`src/rtl/airi5c_hasti_arbiter_if.sv`:
```
// AHB-Lite (HASTI) master-port bundle shared by the imem/dmem arbiter and its slave.
interface airi5c_hasti_arbiter_if;
    logic [31:0] haddr;
    logic        hwrite;
    logic [2:0]  hsize;
    logic [2:0]  hburst;
    logic        hmastlock;
    logic [3:0]  hprot;
    logic [1:0]  htrans;
    logic [31:0] hwdata;
    logic [31:0] hrdata;
    logic        hready;
    logic        hresp;

    modport master (
        output haddr, hwrite, hsize, hburst, hmastlock, hprot, htrans, hwdata,
        input  hrdata, hready, hresp
    );

    modport slave (
        input  haddr, hwrite, hsize, hburst, hmastlock, hprot, htrans, hwdata,
        output hrdata, hready, hresp
    );
endinterface

```
`src/rtl/airi5c_hasti_arbiter.sv`:
```
// Two-requester (imem/dmem) to one AHB-Lite master-port arbiter with pipelined owner tracking.
// Optional round-robin on simultaneous requests: define AIRI5C_ARB_ROUND_ROBIN_EN (default: dmem priority).
module airi5c_hasti_arbiter #(
    parameter logic [31:0] NOP_WORD = 32'h0000_0013
) (
    input  logic        clk,
    input  logic        nreset,

    input  logic        imem_en,
    input  logic        imem_wen,
    input  logic [2:0]  imem_size,
    input  logic [31:0] imem_addr,
    input  logic [31:0] imem_wdata_delayed,
    output logic [31:0] imem_rdata,
    output logic        imem_wait,
    output logic        imem_badmem_e,

    input  logic        dmem_en,
    input  logic        dmem_wen,
    input  logic [2:0]  dmem_size,
    input  logic [31:0] dmem_addr,
    input  logic [31:0] dmem_wdata_delayed,
    output logic [31:0] dmem_rdata,
    output logic        dmem_wait,
    output logic        dmem_badmem_e,

    airi5c_hasti_arbiter_if.master bus
);

    localparam logic [1:0] HTRANS_IDLE   = 2'b00;
    localparam logic [1:0] HTRANS_NONSEQ = 2'b10;
    localparam logic [2:0] HBURST_SINGLE = 3'b000;
    localparam logic       PORT_IMEM     = 1'b0;
    localparam logic       PORT_DMEM     = 1'b1;

    logic grant_q, aval_q, downer_q, dval_q;
    logic arb_grant, grant, grant_en, hold, err_first, addr_active;
    logic imem_owner, dmem_owner;

    // A stalled data phase freezes the address/control currently on the bus.
    assign hold      = ~bus.hready & aval_q;
    // First error cycle: the slave wants the pending address phase withdrawn.
    assign err_first = dval_q & bus.hresp & ~bus.hready;

`ifdef AIRI5C_ARB_ROUND_ROBIN_EN
    logic last_q;

    assign arb_grant = (imem_en & dmem_en) ? ~last_q : dmem_en;

    always_ff @(posedge clk) begin
        if (!nreset)
            last_q <= PORT_IMEM;
        else if (bus.hready && addr_active)
            last_q <= grant;
    end
`else
    assign arb_grant = dmem_en;
`endif

    assign grant       = hold ? grant_q : arb_grant;
    assign grant_en    = (grant == PORT_DMEM) ? dmem_en : imem_en;
    assign addr_active = grant_en & ~err_first;

    // NOTE: non-blocking assignments so every register samples the pre-edge values of the others.
    always_ff @(posedge clk) begin
        if (!nreset) begin
            grant_q  <= PORT_IMEM;
            aval_q   <= 1'b0;
            downer_q <= PORT_IMEM;
            dval_q   <= 1'b0;
        end else if (bus.hready) begin
            grant_q  <= grant;
            aval_q   <= addr_active;
            downer_q <= grant;
            dval_q   <= addr_active;
        end else if (err_first) begin
            aval_q   <= 1'b0;
        end
    end

    assign bus.haddr     = (grant == PORT_DMEM) ? dmem_addr : imem_addr;
    assign bus.hwrite    = (grant == PORT_DMEM) ? dmem_wen  : imem_wen;
    assign bus.hsize     = (grant == PORT_DMEM) ? dmem_size : imem_size;
    assign bus.htrans    = addr_active ? HTRANS_NONSEQ : HTRANS_IDLE;
    assign bus.hburst    = HBURST_SINGLE;
    assign bus.hmastlock = 1'b0;
    assign bus.hprot     = 4'b0011;
    assign bus.hwdata    = !dval_q ? '0 :
                           (downer_q == PORT_DMEM) ? dmem_wdata_delayed : imem_wdata_delayed;

    assign imem_owner = dval_q & (downer_q == PORT_IMEM);
    assign dmem_owner = dval_q & (downer_q == PORT_DMEM);

    assign imem_rdata = imem_owner ? bus.hrdata : NOP_WORD;
    assign dmem_rdata = dmem_owner ? bus.hrdata : NOP_WORD;

    // Stall when denied, when our data phase is stretched, or when granted behind someone else's stall.
    assign imem_wait = (imem_en & (grant != PORT_IMEM))
                     | (imem_owner & ~bus.hready)
                     | (imem_en & (grant == PORT_IMEM) & ~bus.hready & ~imem_owner);
    assign dmem_wait = (dmem_en & (grant != PORT_DMEM))
                     | (dmem_owner & ~bus.hready)
                     | (dmem_en & (grant == PORT_DMEM) & ~bus.hready & ~dmem_owner);

    assign imem_badmem_e = imem_owner & bus.hresp;
    assign dmem_badmem_e = dmem_owner & bus.hresp;

endmodule
```
`src/flat_wrapper.sv`:
```
// flat-port wrapper written by rule: the top's interface ports become plain ports
module airi5c_hasti_arbiter_flat 
#(
    parameter logic [31:0] NOP_WORD = 32'h0000_0013
)
  (clk, nreset, imem_en, imem_wen, imem_size, imem_addr, imem_wdata_delayed, imem_rdata, imem_wait, imem_badmem_e, dmem_en, dmem_wen, dmem_size, dmem_addr, dmem_wdata_delayed, dmem_rdata, dmem_wait, dmem_badmem_e, bus_haddr, bus_hwrite, bus_hsize, bus_hburst, bus_hmastlock, bus_hprot, bus_htrans, bus_hwdata, bus_hrdata, bus_hready, bus_hresp);
  airi5c_hasti_arbiter_if bus_i ();
  input  logic clk;
  input  logic nreset;
  input  logic imem_en;
  input  logic imem_wen;
  input  logic [2:0] imem_size;
  input  logic [31:0] imem_addr;
  input  logic [31:0] imem_wdata_delayed;
  output logic [31:0] imem_rdata;
  output logic imem_wait;
  output logic imem_badmem_e;
  input  logic dmem_en;
  input  logic dmem_wen;
  input  logic [2:0] dmem_size;
  input  logic [31:0] dmem_addr;
  input  logic [31:0] dmem_wdata_delayed;
  output logic [31:0] dmem_rdata;
  output logic dmem_wait;
  output logic dmem_badmem_e;
  output wire logic [$bits(bus_i.haddr)-1:0] bus_haddr;
  output wire logic [$bits(bus_i.hwrite)-1:0] bus_hwrite;
  output wire logic [$bits(bus_i.hsize)-1:0] bus_hsize;
  output wire logic [$bits(bus_i.hburst)-1:0] bus_hburst;
  output wire logic [$bits(bus_i.hmastlock)-1:0] bus_hmastlock;
  output wire logic [$bits(bus_i.hprot)-1:0] bus_hprot;
  output wire logic [$bits(bus_i.htrans)-1:0] bus_htrans;
  output wire logic [$bits(bus_i.hwdata)-1:0] bus_hwdata;
  input wire logic [$bits(bus_i.hrdata)-1:0] bus_hrdata;
  input wire logic [$bits(bus_i.hready)-1:0] bus_hready;
  input wire logic [$bits(bus_i.hresp)-1:0] bus_hresp;
  assign bus_haddr = bus_i.haddr;
  assign bus_hwrite = bus_i.hwrite;
  assign bus_hsize = bus_i.hsize;
  assign bus_hburst = bus_i.hburst;
  assign bus_hmastlock = bus_i.hmastlock;
  assign bus_hprot = bus_i.hprot;
  assign bus_htrans = bus_i.htrans;
  assign bus_hwdata = bus_i.hwdata;
  assign bus_i.hrdata = bus_hrdata;
  assign bus_i.hready = bus_hready;
  assign bus_i.hresp = bus_hresp;
  airi5c_hasti_arbiter #(.NOP_WORD(NOP_WORD)) u_core (.clk(clk), .nreset(nreset), .imem_en(imem_en), .imem_wen(imem_wen), .imem_size(imem_size), .imem_addr(imem_addr), .imem_wdata_delayed(imem_wdata_delayed), .imem_rdata(imem_rdata), .imem_wait(imem_wait), .imem_badmem_e(imem_badmem_e), .dmem_en(dmem_en), .dmem_wen(dmem_wen), .dmem_size(dmem_size), .dmem_addr(dmem_addr), .dmem_wdata_delayed(dmem_wdata_delayed), .dmem_rdata(dmem_rdata), .dmem_wait(dmem_wait), .dmem_badmem_e(dmem_badmem_e), .bus(bus_i));
endmodule
```
`config.mk`:
```
export PLATFORM = sky130hd
export DESIGN_NAME = airi5c_hasti_arbiter_flat
export DESIGN_NICKNAME = d
export VERILOG_FILES = /design/src/rtl/airi5c_hasti_arbiter_if.sv /design/src/rtl/airi5c_hasti_arbiter.sv /design/src/flat_wrapper.sv
export SDC_FILE = /design/constraint.sdc
export NUM_CORES = 1
export LEC_CHECK = 0
export BUFFER_PORTS_ARGS = -buffer_cell sky130_fd_sc_hd__buf_2
export CORE_AREA = 2 2 125 127
export DETAILED_ROUTE_END_ITERATION = 8
export DIE_AREA = 0 0 127 129
export RECOVER_POWER = 50
export SETUP_SLACK_MARGIN = 0.02
export SLEW_MARGIN = 40
export SYNTH_ARGS = -nofsm -noshare
export SYNTH_HDL_FRONTEND = slang
export SYNTH_SLANG_ARGS = --single-unit
```
`constraint.sdc`:
```
create_clock -name clk -period 2.1 [get_ports clk]
set_clock_uncertainty 0.15 [all_clocks]
set_input_delay 0.21 -clock clk [delete_from_list [all_inputs] [get_ports clk]]
set_output_delay 0.21 -clock clk [all_outputs]
set_load 0.01 [all_outputs]
```
==> flow_metrics.py, run 1 <==
metrics = {
    "placement": {
        "gp_congestion": 0.779,
        "io_buffers": 310,
        "dp_slack_ns": 0.199,
        "hpwl_microns": 7730,
        "placed_area_sq_mm": 0.00343,
    },
    "clocking": {
        "clk_pin_slew_ns": 0.03,
        "insertion_delay_ns": 0.22,
        "cts_tree": "built",
        "postCtsHoldBufs": 0,
        "cts.path.max_buffers": 2,
        "ctsRootBufferMaster": "clkbuf_16",
        "cts.sink_count": 3,
        "numCtsBuffers": 3,
        "h-tree-depth": 1,
    },
    "timing": {
        "worst_slack_ns": -0.0167,
        "fin_crit_ns": 2.12,
        "rsz0062_at_grt": "yes",
        "hold_violations": 0,
        "slew_viol_final": 0,
        "finalSetupTns_ns": -0.0434,
        "max_freq_mhz": 472,
        "finalCritPeriodShare_pct": 101,
        "setup_viol": 6,
    },
    "run_status": {
        "status": "finished, violations left",
        "violations": "negative setup slack",
    },
    "yosys": {
        "synth_top_area_cell": "mux2_2",
        "syn_area_sq_mm": 0.00172,
        "synth_cells": 222,
        "avgSynthCellArea_sq_um": 7.77,
        "synth_seq_cells": 3,
        "yosys_warnings": 0,
        "yosysTopAreaCellShare_pct": 23.5,
        "synth.area.top_cells": "mux2_2, mux2i_1, nor2b_1, and3_1, and2_1",
        "synthDistinctLibCells": 21,
        "ys_seq_area_share_pct": 3.48,
    },
    "finish": {
        "drive_gt1_share_pct": 67.7,
        "n_antenna_cell": 0,
        "utilization_pct": 26.6,
        "final_common_cell": "buf_2",
        "area_growth_pct": 131,
        "post-route-cell-area_sq_mm": 0.00399,
        "final_cell_mix": "buf_2, mux2i_1, buf_6",
        "nets": 702,
    },
    "floorplanning": {
        "die_width_microns": 127,
        "rows": 45,
        "start_util_pct": 11.5,
        "pin_count": 320,
        "core_area_sq_mm": 0.0150,
        "die_area_sq_mm": 0.0164,
        "fp.dieH_microns": 129,
    },
    "global_routing": {
        "grt_pass1_wl_microns": 12000,
        "first_global_vias": 2288,
        "grt.total_usage_pct": 9.29,
        "antenna_found_initial": 1,
        "grt_max_degree": 38,
        "overflow": 0,
    },
    "drt": {
        "finalWirelength_microns": 10200,
        "drc": 0,
        "firstDrtPassIters": 3,
        "vias_per_cell": 3.86,
        "vias": 2762,
        "post_drt_wl_per_cell_microns": 14.2,
        "drtIter0Drc": 83,
        "ant_nets": 0,
    },
    "critical_path": {
        "cpPeakStageDelay_ns": 0.33,
        "critPathRequiredTime_ns": 1.74,
        "cp_max_fo": 8,
        "arrival_ns": 1.76,
        "cp-start-kind": "flop",
        "cp_slowest_cell": "mux2_2",
        "end_kind": "primary output",
        "path_class": "reg -> out",
        "crit_path_cell_trace": "nor2b_4 -> mux2i_4 -> buf_12 -> buf_8 -> mux2_2 -> buf_2",
    },
    "power_and_ir_drop": {
        "leakagePower_nw": 2.32,
        "power.switching_mw": 0.409,
        "comb_power_share_pct": 69.5,
        "p_clk_share_pct": 25.0,
        "pwr-share-seq_pct": 5.5,
        "swShare_pct": 34.0,
        "cellInternalPower_mw": 0.795,
        "powerDensity_mw_per_mm2": 302,
        "peakVddDrop_v": 0.000413,
    },
    "flow_run": {
        "cap_violations": 0,
    },
    "min_path": {
        "holdCritPathClass": "in -> reg",
    },
}
-- critical path: cells and delay by family, from the launching register on --
kind                   cells  cell delay [ns]
buffers and inverters      3             0.44
multiplexers               2             0.59
AND/OR/NAND/NOR            1             0.18
flip-flops                 1             0.32
-- layer usage --
layer | GRT usage [%] | share of wire, % | routed length [microns]
met1 | 10.1 | 35 | 3590
met2 | 19.1 | 55 | 5640
met3 | 1.25 | 8.2 | 840
met4 | 1.75 | 1.1 | 110
met5 | 0 | 0 | 0
-- cell type report --
cell class	instances	area, sq um
fill	1622	11000
timing repair buffer	325	1990
multi-input combinational	195	1620
tap	188	235
clock buffer	4	78.8
sequential	3	63.8
-- what timing repair did --
| action | CTS | global route |
|---|---|---|
| cloned | 0 | 7 |
| gates resized for setup | 1 | 67 |
| buffers inserted | 0 | 2 |
| endpoints found under the setup margin | 36 | 36 |
-- power groups by stage --
stage          combinational [mW]  sequential, mW  clock [mW]
6_report                    0.837          0.0658       0.301
3_5_place_dp                0.660          0.0660           0
5_1_grt                     0.896          0.0662       0.316
4_1_cts                     0.663          0.0654       0.309
2_1_floorplan               0.347          0.0631           0
3_3_place_gp                0.656          0.0658           0
-- cell families after synthesis --
kind of cell	share of synthesized area, %
buffers and inverters	10.5
AOI/OAI and AO/OA	2.39
DFF	3.48
muxes	44.6
and+or+nand+nor	38.6
other	0.436
-- metrics by stage --
step,std cells,hold WS [ns],total power [mW]
final,715,0.104,1.20
after CTS,706,0.103,1.04
after global routing,715,0.128,1.28
after floorplan,229,0.188,0.411
after detailed placement,702,0.326,0.726
after global placement,702,0.307,0.722
-- flip-flops by register name (all words and copies together) (netlist names) --
register         count
u_core.aval_q        1
u_core.downer_q      1
u_core.dval_q        1
-- Yosys cell counts --
| library cell | count |
|---|---|
| conb_1 | 2 |
| buf_4 | 10 |
| nor2_1 | 3 |
| nor2b_1 | 34 |
| and3_1 | 30 |
| o22ai_1 | 1 |
| dfxtp_1 | 3 |
| nand2b_1 | 4 |
| a21boi_0 | 2 |
| clkbuf_1 | 14 |
| or2_2 | 3 |
| mux2i_1 | 34 |
| mux2i_4 | 1 |
| and2_1 | 29 |
| buf_2 | 4 |
| mux2_2 | 36 |
| nor2b_4 | 1 |
| a21oi_1 | 2 |
| nand2_1 | 4 |
| o21ai_0 | 2 |
| buf_6 | 3 |
-- worst paths after layout --
path / from / endpoint / slack [ns] / cells after the start
worst min-delay path: nreset / u_core.downer_q$_SDFFE_PN0P_ / 0.10 / 2
worst min register to register: u_core.aval_q$_SDFFE_PN0P_ / u_core.aval_q$_SDFFE_PN0P_ / 0.61 / 4
worst max-delay path: u_core.aval_q$_SDFFE_PN0P_ / bus_haddr[8] / -0.02 / 6
worst max register to register: u_core.dval_q$_SDFFE_PN0P_ / u_core.aval_q$_SDFFE_PN0P_ / 0.84 / 4
Power figures use the tool's default switching activity.
==> run 2, diff against run 1 <==
--- a/config.mk
+++ b/config.mk
@@ -5,7 +5,7 @@
 export SDC_FILE = /design/constraint.sdc
 export NUM_CORES = 1
 export LEC_CHECK = 0
-export BUFFER_PORTS_ARGS = -buffer_cell sky130_fd_sc_hd__buf_2
+export BUFFER_PORTS_ARGS = -buffer_cell sky130_fd_sc_hd__buf_4
 export CORE_AREA = 2 2 125 127
 export DETAILED_ROUTE_END_ITERATION = 8
 export DIE_AREA = 0 0 127 129
==> run 2 against run 1 <==
Effect of this change: routed wire length is 6.3% lower; worst hold slack worse by 0.039 ns; sequential power is 2% higher; combinational power is 4.1% lower; global-route usage is 0.67 points higher; maximum frequency is 2.9% higher; via count is 3.2% lower; the run now ends clean.
==> flow_metrics.py, run 2 (synthesis results as in run 1) <==
metrics = {
    "critical_path": {
        "cp_top_family": "multiplexers",
        "path_class": "reg -> out",
        "cp_slowest_cell": "mux2_2",
        "cpPeakStageDelay_ns": 0.35,
        "arrival_ns": 1.70,
        "critPathRequiredTime_ns": 1.74,
        "path_buf_inv": 2,
        "r2r_setup_slack_ns": 0.92,
        "reg2reg_depth": 4,
        "cp-start-kind": "flop",
        "rr_startpoint": "u_core.dval_q$_SDFFE_PN0P_",
        "end_kind": "primary output",
        "r2r_end": "u_core.aval_q$_SDFFE_PN0P_",
        "path_depth": 5,
        "cp_max_fo": 29,
        "crit_path_cell_trace": "nor2b_4 -> mux2i_4 -> buf_12 -> mux2_2 -> buf_4",
    },
    "drt": {
        "vias_per_cell": 3.78,
        "wl_met1_microns": 3520,
        "met2_wirelength_microns": 5060,
        "firstDrtPassIters": 2,
        "dr.max_layer_used": "met4",
        "finalWirelength_microns": 9550,
        "vias": 2673,
        "met3_length_microns": 895,
        "ant_nets": 0,
        "drc": 0,
        "post_drt_wl_per_cell_microns": 13.5,
        "drtIter0Drc": 43,
    },
    "min_path": {
        "holdPathStages": 2,
        "holdPathEnd": "u_core.downer_q$_SDFFE_PN0P_",
        "holdCritPathClass": "in -> reg",
        "hold_start": "nreset",
    },
    "timing": {
        "finalSetupTns_ns": 0,
        "finalCritPeriodShare_pct": 97.9,
        "worst_pin_slew_ns": 0.544,
        "slew_viol_final": 0,
        "setup_viol": 0,
        "max_freq_mhz": 486,
        "fin_crit_ns": 2.06,
        "hold_violations": 0,
        "maxSlewHeadroom_pct": 63.8,
        "rsz0062_at_grt": "yes",
    },
    "clocking": {
        "postCtsHoldBufs": 0,
        "clk_pin_slew_ns": 0.03,
        "h-tree-depth": 1,
        "numCtsBuffers": 3,
        "insertion_delay_ns": 0.22,
        "cts_tree": "built",
        "cts.path.max_buffers": 2,
        "cts_setup_buffers": 0,
        "cts.sink_count": 3,
        "ctsRootBufferMaster": "clkbuf_16",
        "cts_resized": 0,
    },
    "finish": {
        "multi_input_area_sq_mm": 0.00151,
        "utilization_pct": 27.5,
        "finalNonFillerCells": 707,
        "reg_top3": "u_core.aval_q: 1 flops, u_core.downer_q: 1 flops, u_core.dval_q: 1 flops",
        "post-route-cell-area_sq_mm": 0.00412,
        "nFillCells": 1694,
        "drive_gt1_share_pct": 60.5,
        "nets": 694,
        "area_growth_pct": 139,
        "ff_latch_area_sq_um": 61.3,
        "n_antenna_cell": 0,
        "final_common_cell": "buf_4",
        "final_cell_mix": "buf_4, clkbuf_1, mux2_2",
    },
    "placement": {
        "io_buffers": 310,
        "gp_congestion": 0.751,
        "placed_area_sq_mm": 0.00423,
        "hpwl_microns": 8170,
        "dp_cells": 703,
    },
    "global_routing": {
        "grt_pass1_wl_microns": 12900,
        "grt.total_usage_pct": 9.96,
        "overflow": 0,
        "first_global_vias": 2455,
        "grt_max_degree": 44,
        "antenna_found_initial": 0,
    },
    "flow_run": {
        "cap_violations": 0,
    },
    "floorplanning": {
        "die_area_sq_mm": 0.0164,
        "die_width_microns": 127,
        "pin_count": 320,
        "core_area_sq_mm": 0.0150,
        "start_util_pct": 11.5,
        "rows": 45,
        "fp.dieH_microns": 129,
    },
    "power_and_ir_drop": {
        "peakVddDrop_v": 0.000283,
        "powerDensity_mw_per_mm2": 285,
        "leakagePower_nw": 2.10,
    },
    "run_status": {
        "status": "finished, final reports clean",
    },
}
## run 2: metal layers
| metal | up-vias | track usage [%] |
|---|---|---|
| met3 | 4 | 1.70 |
| met1 | 1160 | 11.1 |
| li1 | 1333 | - |
| met4 | 0 | 2.33 |
| met5 | - | 0 |
| met2 | 176 | 19.7 |
## run 2: cell type report
type	instances	area share [%]
repair buffers	317	54.3
flip-flops and latches	3	1.49
multi-input cells	195	36.6
clock buffers	4	1.91
well taps	188	5.71
## run 2: metrics by stage
step	hold WS, ns	worst slack, ns	power, mW
after global placement	0.297	0.250	0.898
after global routing	0.0868	-0.0163	1.25
final	0.0648	0.0437	1.18
after detailed placement	0.299	0.238	0.901
after CTS	0.0678	0.0277	1.21
after floorplan	0.188	0.349	0.411
## run 2: report_power, final
group | internal [mW] | switching, mW
combinational | 0.492 | 0.311
clock | 0.251 | 0.0549
sequential | 0.0614 | 0.00569
## run 2: worst max-delay path by stage
stage / startpoint / end
CTS: u_core.aval_q$_SDFFE_PN0P_ / bus_haddr[1]
detailed placement: bus_hready / bus_haddr[1]
floorplan: u_core.aval_q$_SDFFE_PN0P_ / bus_haddr[10]
global route: u_core.aval_q$_SDFFE_PN0P_ / bus_haddr[1]
finish: u_core.aval_q$_SDFFE_PN0P_ / bus_haddr[19]
global placement: bus_hready / bus_haddr[25]
